## src/rtl/serial_adder_ctrl.sv

```systemverilog
`default_nettype none
// ============================================================================
//  Module   : serial_adder_ctrl
//  Purpose  : Bit-serial adder. A single full-adder cell computes A+B+CIN
//             one bit per clock. The sequence is IDLE -> SHIFT (WIDTH cycles)
//             -> FINISH (one cycle, DONE pulse) -> IDLE.
//  Revision : 1.0  initial release
// ----------------------------------------------------------------------------
//  Parameters
//    WIDTH     operand width in bits, legal range 2..32 (default 8)
//  Ports
//    CLOCK_50  in   1      system clock, rising edge
//    RESET_N   in   1      synchronous reset, active low
//    START     in   1      begin an addition (sampled only in IDLE)
//    A, B      in   WIDTH  operands, captured on the START edge
//    CIN       in   1      initial carry-in, captured on the START edge
//    BUSY      out  1      high while bits are being sequenced (SHIFT)
//    DONE      out  1      one-cycle pulse, result valid (FINISH)
//    SUM       out  WIDTH  registered result, held until the next result
//    COUT      out  1      registered final carry
//    OVF       out  1      signed overflow; present only when the
//                          SERIAL_ADDER_CTRL_OVF_EN macro is defined
// ============================================================================
module serial_adder_ctrl #(
  parameter int WIDTH = 8
) (
  input  logic             CLOCK_50,
  input  logic             RESET_N,
  input  logic             START,
  input  logic [WIDTH-1:0] A,
  input  logic [WIDTH-1:0] B,
  input  logic             CIN,
  output logic             BUSY,
  output logic             DONE,
  output logic [WIDTH-1:0] SUM,
  output logic             COUT
`ifdef SERIAL_ADDER_CTRL_OVF_EN
  ,
  output logic             OVF
`endif
);

  // Counter must be able to represent WIDTH itself.
  localparam int                 CNT_W    = $clog2(WIDTH + 1);
  localparam logic [CNT_W-1:0]   C_LAST   = CNT_W'(WIDTH - 1);
  localparam logic [CNT_W-1:0]   C_ONE    = CNT_W'(1);

  typedef enum logic [1:0] {
    IDLE   = 2'd0,
    SHIFT  = 2'd1,
    FINISH = 2'd2
  } state_t;

  state_t             state_q;
  logic [WIDTH-1:0]   a_q;
  logic [WIDTH-1:0]   b_q;
  logic               carry_q;
  logic [CNT_W-1:0]   cnt_q;
  logic [WIDTH-1:0]   sum_q;
  logic               cout_q;
  logic               busy_q;
  logic               done_q;

  logic               sum_bit_d;
  logic               carry_d;

  // The single full-adder cell, fed by the operand LSBs and the carry register.
  always_comb begin
    sum_bit_d = a_q[0] ^ b_q[0] ^ carry_q;
    carry_d   = (a_q[0] & b_q[0]) | (carry_q & (a_q[0] ^ b_q[0]));
  end

`ifdef SERIAL_ADDER_CTRL_OVF_EN
  logic ovf_q;
`endif

  always_ff @(posedge CLOCK_50) begin
    if (!RESET_N) begin
      state_q <= IDLE;
      a_q     <= '0;
      b_q     <= '0;
      carry_q <= 1'b0;
      cnt_q   <= '0;
      sum_q   <= '0;
      cout_q  <= 1'b0;
      busy_q  <= 1'b0;
      done_q  <= 1'b0;
`ifdef SERIAL_ADDER_CTRL_OVF_EN
      ovf_q   <= 1'b0;
`endif
    end else begin
      case (state_q)
        IDLE: begin
          done_q <= 1'b0;
          if (START) begin
            a_q     <= A;
            b_q     <= B;
            carry_q <= CIN;
            cnt_q   <= '0;
            busy_q  <= 1'b1;
            state_q <= SHIFT;
          end
        end

        SHIFT: begin
          // The A register doubles as the partial-sum accumulator: each
          // consumed operand bit leaves at the LSB while the freshly computed
          // sum bit enters at the MSB, so after WIDTH shifts it is the result.
          a_q     <= {sum_bit_d, a_q[WIDTH-1:1]};
          b_q     <= {1'b0, b_q[WIDTH-1:1]};
          carry_q <= carry_d;
          cnt_q   <= cnt_q + C_ONE;
          if (cnt_q == C_LAST) begin
            // Final bit: publish the result so SUM/COUT only ever change here.
            sum_q   <= {sum_bit_d, a_q[WIDTH-1:1]};
            cout_q  <= carry_d;
`ifdef SERIAL_ADDER_CTRL_OVF_EN
            // carry_q is the carry into the MSB, carry_d the carry out of it.
            ovf_q   <= carry_q ^ carry_d;
`endif
            busy_q  <= 1'b0;
            done_q  <= 1'b1;
            state_q <= FINISH;
          end
        end

        FINISH: begin
          done_q  <= 1'b0;
          state_q <= IDLE;
        end

        default: begin
          busy_q  <= 1'b0;
          done_q  <= 1'b0;
          state_q <= IDLE;
        end
      endcase
    end
  end

  assign BUSY = busy_q;
  assign DONE = done_q;
  assign SUM  = sum_q;
  assign COUT = cout_q;
`ifdef SERIAL_ADDER_CTRL_OVF_EN
  assign OVF  = ovf_q;
`endif

endmodule
`default_nettype wire

```

## config.mk

```make
export PLATFORM = sky130hd
export DESIGN_NAME = serial_adder_ctrl
export DESIGN_NICKNAME = d
export VERILOG_FILES = /design/src/rtl/serial_adder_ctrl.sv
export SDC_FILE = /design/constraint.sdc
export NUM_CORES = 1
export LEC_CHECK = 0
export CAP_MARGIN = 20
export CORE_MARGIN = 2
export CORE_UTILIZATION = 50
export CTS_BUF_LIST = sky130_fd_sc_hd__clkbuf_16
export CTS_CLUSTER_SIZE = 12
export DETAILED_ROUTE_END_ITERATION = 8
export HOLD_SLACK_MARGIN = 0.08
export PLACE_DENSITY_LB_ADDON = 0.08
export SLEW_MARGIN = 25
export SYNTH_ARGS = -nofsm -noshare
export SYNTH_HDL_FRONTEND = slang
export SYNTH_SLANG_ARGS = --single-unit
```

## constraint.sdc

```tcl
create_clock -name CLOCK_50 -period 1.65 [get_ports CLOCK_50]
set_input_delay 0.165 -clock CLOCK_50 [delete_from_list [all_inputs] [get_ports CLOCK_50]]
set_output_delay 0.165 -clock CLOCK_50 [all_outputs]
set_load 0.02 [all_outputs]
```

-- Word-level counts from Yosys, hierarchy flattened
Index checks and enable logic that the tools add are counted.
Widths: inputs -> output; s select.
- word-level logic and storage cells: 42
- output and inout bits: 11
- bits in registers: 34
- reductions and logical operators: 7
- bitwise operators: 6
- $add $sub $neg: 1
- muxes and demuxes: 14
- equal/unequal tests: 5
- operators with widths (cell ; number):
    $pmux 8 s2 ; 2
    $mux 8 ; 2
    $pmux 4 s2 ; 1
    $reduce_and 2->1 ; 4
    $add 4x1->4 const B ; 1
    $eq 4x3->1 const B ; 1
    $mux 2 ; 2
    $mux 4 ; 1
    $ne 2x2->1 const B ; 2
    $pmux 2 s2 ; 1
    $mux 1 ; 3
    $pmux 1 s3 ; 1
    $reduce_and 3->1 ; 1
    $and 1x1->1 ; 2
    $eq 2x1->1 const B ; 1
    $eq 2x2->1 const B ; 1
    $logic_not 2->1 ; 1
    $pmux 1 s2 ; 1
    $reduce_bool 2->1 ; 1
    $xor 1x1->1 ; 2
    $not 1->1 ; 1
    $or 1x1->1 ; 1

-- Logic depth before layout (Yosys ltp)
- depth after elaboration: 4
- depth in mapped cells: 5

-- Least setup slack after synthesis
OpenSTA, ideal clock, no wires.
- kind: register -> register
- start point: register cnt_q[0]
- end point: register cout_q, in the netlist COUT
- slack: 0.415 ns
- buffers on the path: 0
- arrival: 1.163 ns
- stages on the path, launching flop included: 5
- cell sequence: dfxtp_1 -> ha_1 -> nand3b_1 -> nor2_4 -> mux2i_1
- cells in the longest elaborated chain, start to end: 2
- ends and longest elaborated chain (what ; line ; source):
    start, declared ; 58 ; logic [CNT_W-1:0] cnt_q;
    start signal, assigned ; 112 ; cnt_q <= cnt_q + C_ONE;
    $eq 4x3->1 ; 113 ; if (cnt_q == C_LAST) begin
    $reduce_and 2->1 (no line) ; n/a ;
    end signal, assigned ; 116 ; cout_q <= carry_d;
    end, declared ; 60 ; logic cout_q;
Every way passes these cells.
A chain may end at the register's enable or synchronous reset.

-- Final worst setup path
- start point: register state_q[0]
- end point: register b_q[3]
- cells in the longest elaborated chain, start to end: 3
- elaborated cells on any way between the ends: 6
- classes of those cells: eq/ne (2); mux (1); reduce/logical (3)
- ends and longest elaborated chain (what ; line ; source):
    start, declared ; 54 ; state_t state_q;
    start signal, assigned ; 79 ; state_q <= IDLE;
    start signal, assigned ; 101 ; state_q <= SHIFT;
    start signal, assigned ; 123 ; state_q <= FINISH;
    $eq 2x1->1 or $logic_not 2->1 (tied branches) ; 92 ; case (state_q)
    $reduce_bool 2->1 (no line) or $ne 2x2->1 (tied branches) ; n/a ;
    $reduce_and 2->1 (no line) ; n/a ;
    end signal, assigned ; 110 ; b_q <= {1'b0, b_q[WIDTH-1:1]};
    end, declared ; 56 ; logic [WIDTH-1:0] b_q;
Several ways; a longest one is shown, not always the timed one.

==> impl_metrics.yaml <==
power_and_ir_drop:
  combPwrFrac_pct: 11.2
  p_int_uw: 1520
  swShare_pct: 23.1
  clkPwrFrac_pct: 43.4
  powerDensity_nw_per_um2: 1020
  vdd_ir_drop_max_mv: 0.904
  p_leak_uw: 0.000714
  p_seq_share_pct: 45.4
  power_switching_uw: 458
die:
  core_um2: 2780
  die_area_um2: 3410
  initial_core_util_pct: 53.1
  ios: 31
  fp.dieH_um: 58.4
  rows: 19
  fp.dieW_um: 58.4
synth:
  yosysWarningCount: 0
  synth.avg_cell_area_um2: 8.80
  ys_types: 32
  synth_nets: 190
  netlist_area_um2: 1480
  ys_ff_latch: 34
  ys_seq_area_share_pct: 46.1
  netlist_instances: 168
place:
  globalplace.congestion: 0.772
  place_hpwl_mm: 2.25
  place_inst: 225
  numPortBuffers: 30
  post-place-ws_ns: 0.207
clock_tree:
  cts_tree: "done"
  clk_pin_slew_ns: 0.05
  root_buffer: "clkbuf_16"
  clk_latency_ns: 0.27
  clk_path_buf_depth: 2
  postCtsResizedCells: 0
  numCtsBuffers: 5
  cts_setup_buffers: 0
  cts_sinks: 34
  h-tree-depth: 2
  hold_buffers: 0
drt:
  num_vias: 1333
  wl_per_cell_um: 14.4
  dr.first_iter.drc_count: 45
  viasPerCell: 5.75
  ant_nets: 0
  wl_mm: 3.34
  firstDrtPassIters: 4
  drc_errors: 0
worst_setup_path:
  critPathArrivalTime_ns: 1.63
  r2r-end: "b_q[3]"
  path_max_fanout: 18
  end_kind: "flip-flop"
  critPathLaunchType: "flip-flop"
  worstRegToRegCells: 3
  reg2reg_from: "state_q[0]"
  critPathKind: "reg2reg"
  cpMaxStageDelayCell: "dfxtp_1"
  critPathMaxStageDelay_ns: 0.47
  path_cells: "clkinv_1, o22ai_1, a21oi_1"
  rrSetupSlack_ns: 0.18
  critical_path_required_ns: 1.81
sta:
  hold_ws_ns: 0.450
  period_share_pct: 88.9
  worst_slack_ns: 0.182
  finClkSkew_ns: 0.00219
  fin_setup_tns_ns: 0
  slew_headroom_pct: 68.5
  clock.fmax_mhz: 681
  slew_violations: 0
  setup_viol: 0
  rsz0062_at_grt: "false"
  finalHoldViolations: 0
  min_period_ns: 1.47
  worst_slew_pin_slew_ns: 0.470
layout:
  multi_input_area_um2: 728
  diodes: 0
  final_common_cell: "dfxtp_1"
  nNetsFinal: 223
  drive_above_1_share_pct: 8.46
  seqCellArea_um2: 681
  finalNonFillerCells: 232
  num-fill-cells: 235
  final_cell_mix: "34 x dfxtp_1, 30 x clkdlybuf4s50_1, 24 x nand2_1"
  areaGrowthSynthToFinish_pct: 32.1
min_path:
  hold_path_depth: 2
  min-delay-path-class: "reg2reg"
  hold_path_end: "SUM[3]"
  hp-start: "SUM[3]"
global_route:
  antenna_found_initial: 0
  grt_max_degree: 37
  grt_pass1_wl_mm: 5.47
  grt_pass1_vias: 1256
  grt_usage_pct: 21.3
  grt_overflow: 0
outcome:
  status: "complete, no violations"
job:
  cap_violations: 0
==> logic make-up (layout without fill, tap and decap cells) <==
group / after synthesis / count (layout) / synth area share, %
compound gates: 60 / 60 / 24.9
fa+ha+maj: 2 / 2 / 2.20
buf+inv: 13 / 46 / 4.66
flops: 34 / 34 / 46.1
mux: 10 / 10 / 6.77
simple gates: 49 / 49 / 15.4
==> power groups by stage <==
stage	sequential, uW	combinational (uW)	clock (uW)
CTS	899	221	877
detailed placement	916	219	0
floorplan	907	138	0
global placement	913	211	0
global route	904	243	915
finish	900	222	860
==> synth_stat cells <==
master,n,area [um^2]
dfxtp_1,34,681
nand2_1,24,90.1
a21oi_1,19,95.1
o21ai_0,18,90.1
nor2_1,12,45.0
mux2i_1,10,100
o2bb2ai_1,9,78.8
buf_2,7,35.0
o22ai_1,7,43.8
nand3_1,3,15.0
nor2b_1,3,18.8
clkinv_1,2,7.51
a211oi_1,1,7.51
a22oi_1,1,7.51
a31oi_1,1,6.26
and3b_1,1,8.76
buf_6,1,11.3
clkbuf_1,1,3.75
clkbuf_4,1,7.51
fa_1,1,20.0
ha_1,1,12.5
inv_1,1,3.75
nand2b_1,1,6.26
nand2b_4,1,13.8
nand3b_1,1,7.51
nor2_4,1,11.3
nor3_1,1,5.00
o211a_1,1,10.0
o21ba_2,1,10.0
o21bai_1,1,7.51
o32a_2,1,11.3
or3_1,1,6.26
==> state kept, by name, indices dropped and copies added, names as in the netlist <==
signal and cells:
state_q 2, carry_q 1, b_q 8, SUM 8
DONE 1, a_q 8, BUSY 1, COUT 1
cnt_q 4
==> worst max-delay path, delay by kind of cell, from the launching register on <==
kind,cells,cell delay [ns]
flops,1,0.47
buf+inv,1,0.46
compound gates,2,0.42
==> per-layer routing <==
metal	routed length, um	track usage (%)	vias to the layer above	share of wire [%]
li1	-	-	662	-
met1	1470	25.8	622	44
met2	1650	35.0	43	49
met3	172	6.81	6	5.2
met4	48	8.31	0	1.4
met5	0	0	-	0
==> how the worst max path moves through the flow <==
stage,startpoint,endpoint,slack [ns],cells past startpoint
detailed placement,state_q[0],b_q[3],0.21,3
CTS,state_q[0],b_q[3],0.20,3
finish,state_q[0],b_q[3],0.18,3
global route,state_q[0],b_q[3],0.04,3
floorplan,cnt_q[0],COUT,0.42,4
global placement,START,b_q[7],0.30,5
==> through the flow <==
| step | total power (uW) | instance area [um^2] | utilization [%] |
|---|---|---|---|
| after CTS | 2000 | 1950 | 70.2 |
| after floorplan | 1040 | 1480 | - |
| after global placement | 1120 | 1820 | 65.3 |
| final | 1980 | 1950 | 70.2 |
| after global routing | 2060 | 1950 | 70.2 |
| after detailed placement | 1130 | 1820 | 65.3 |
==> layout make-up <==
| type | count | share of cell area (%) |
|---|---|---|
| Clock buffer | 5 | 6.41 |
| Clock inverter | 2 | 0.513 |
| Inverter | 3 | 0.577 |
| Multi-Input combinational cell | 121 | 37.3 |
| Sequential cell | 34 | 34.9 |
| Tap cell | 31 | 1.99 |
| Timing Repair Buffer | 36 | 18.3 |
Power figures use the tool's default switching activity.
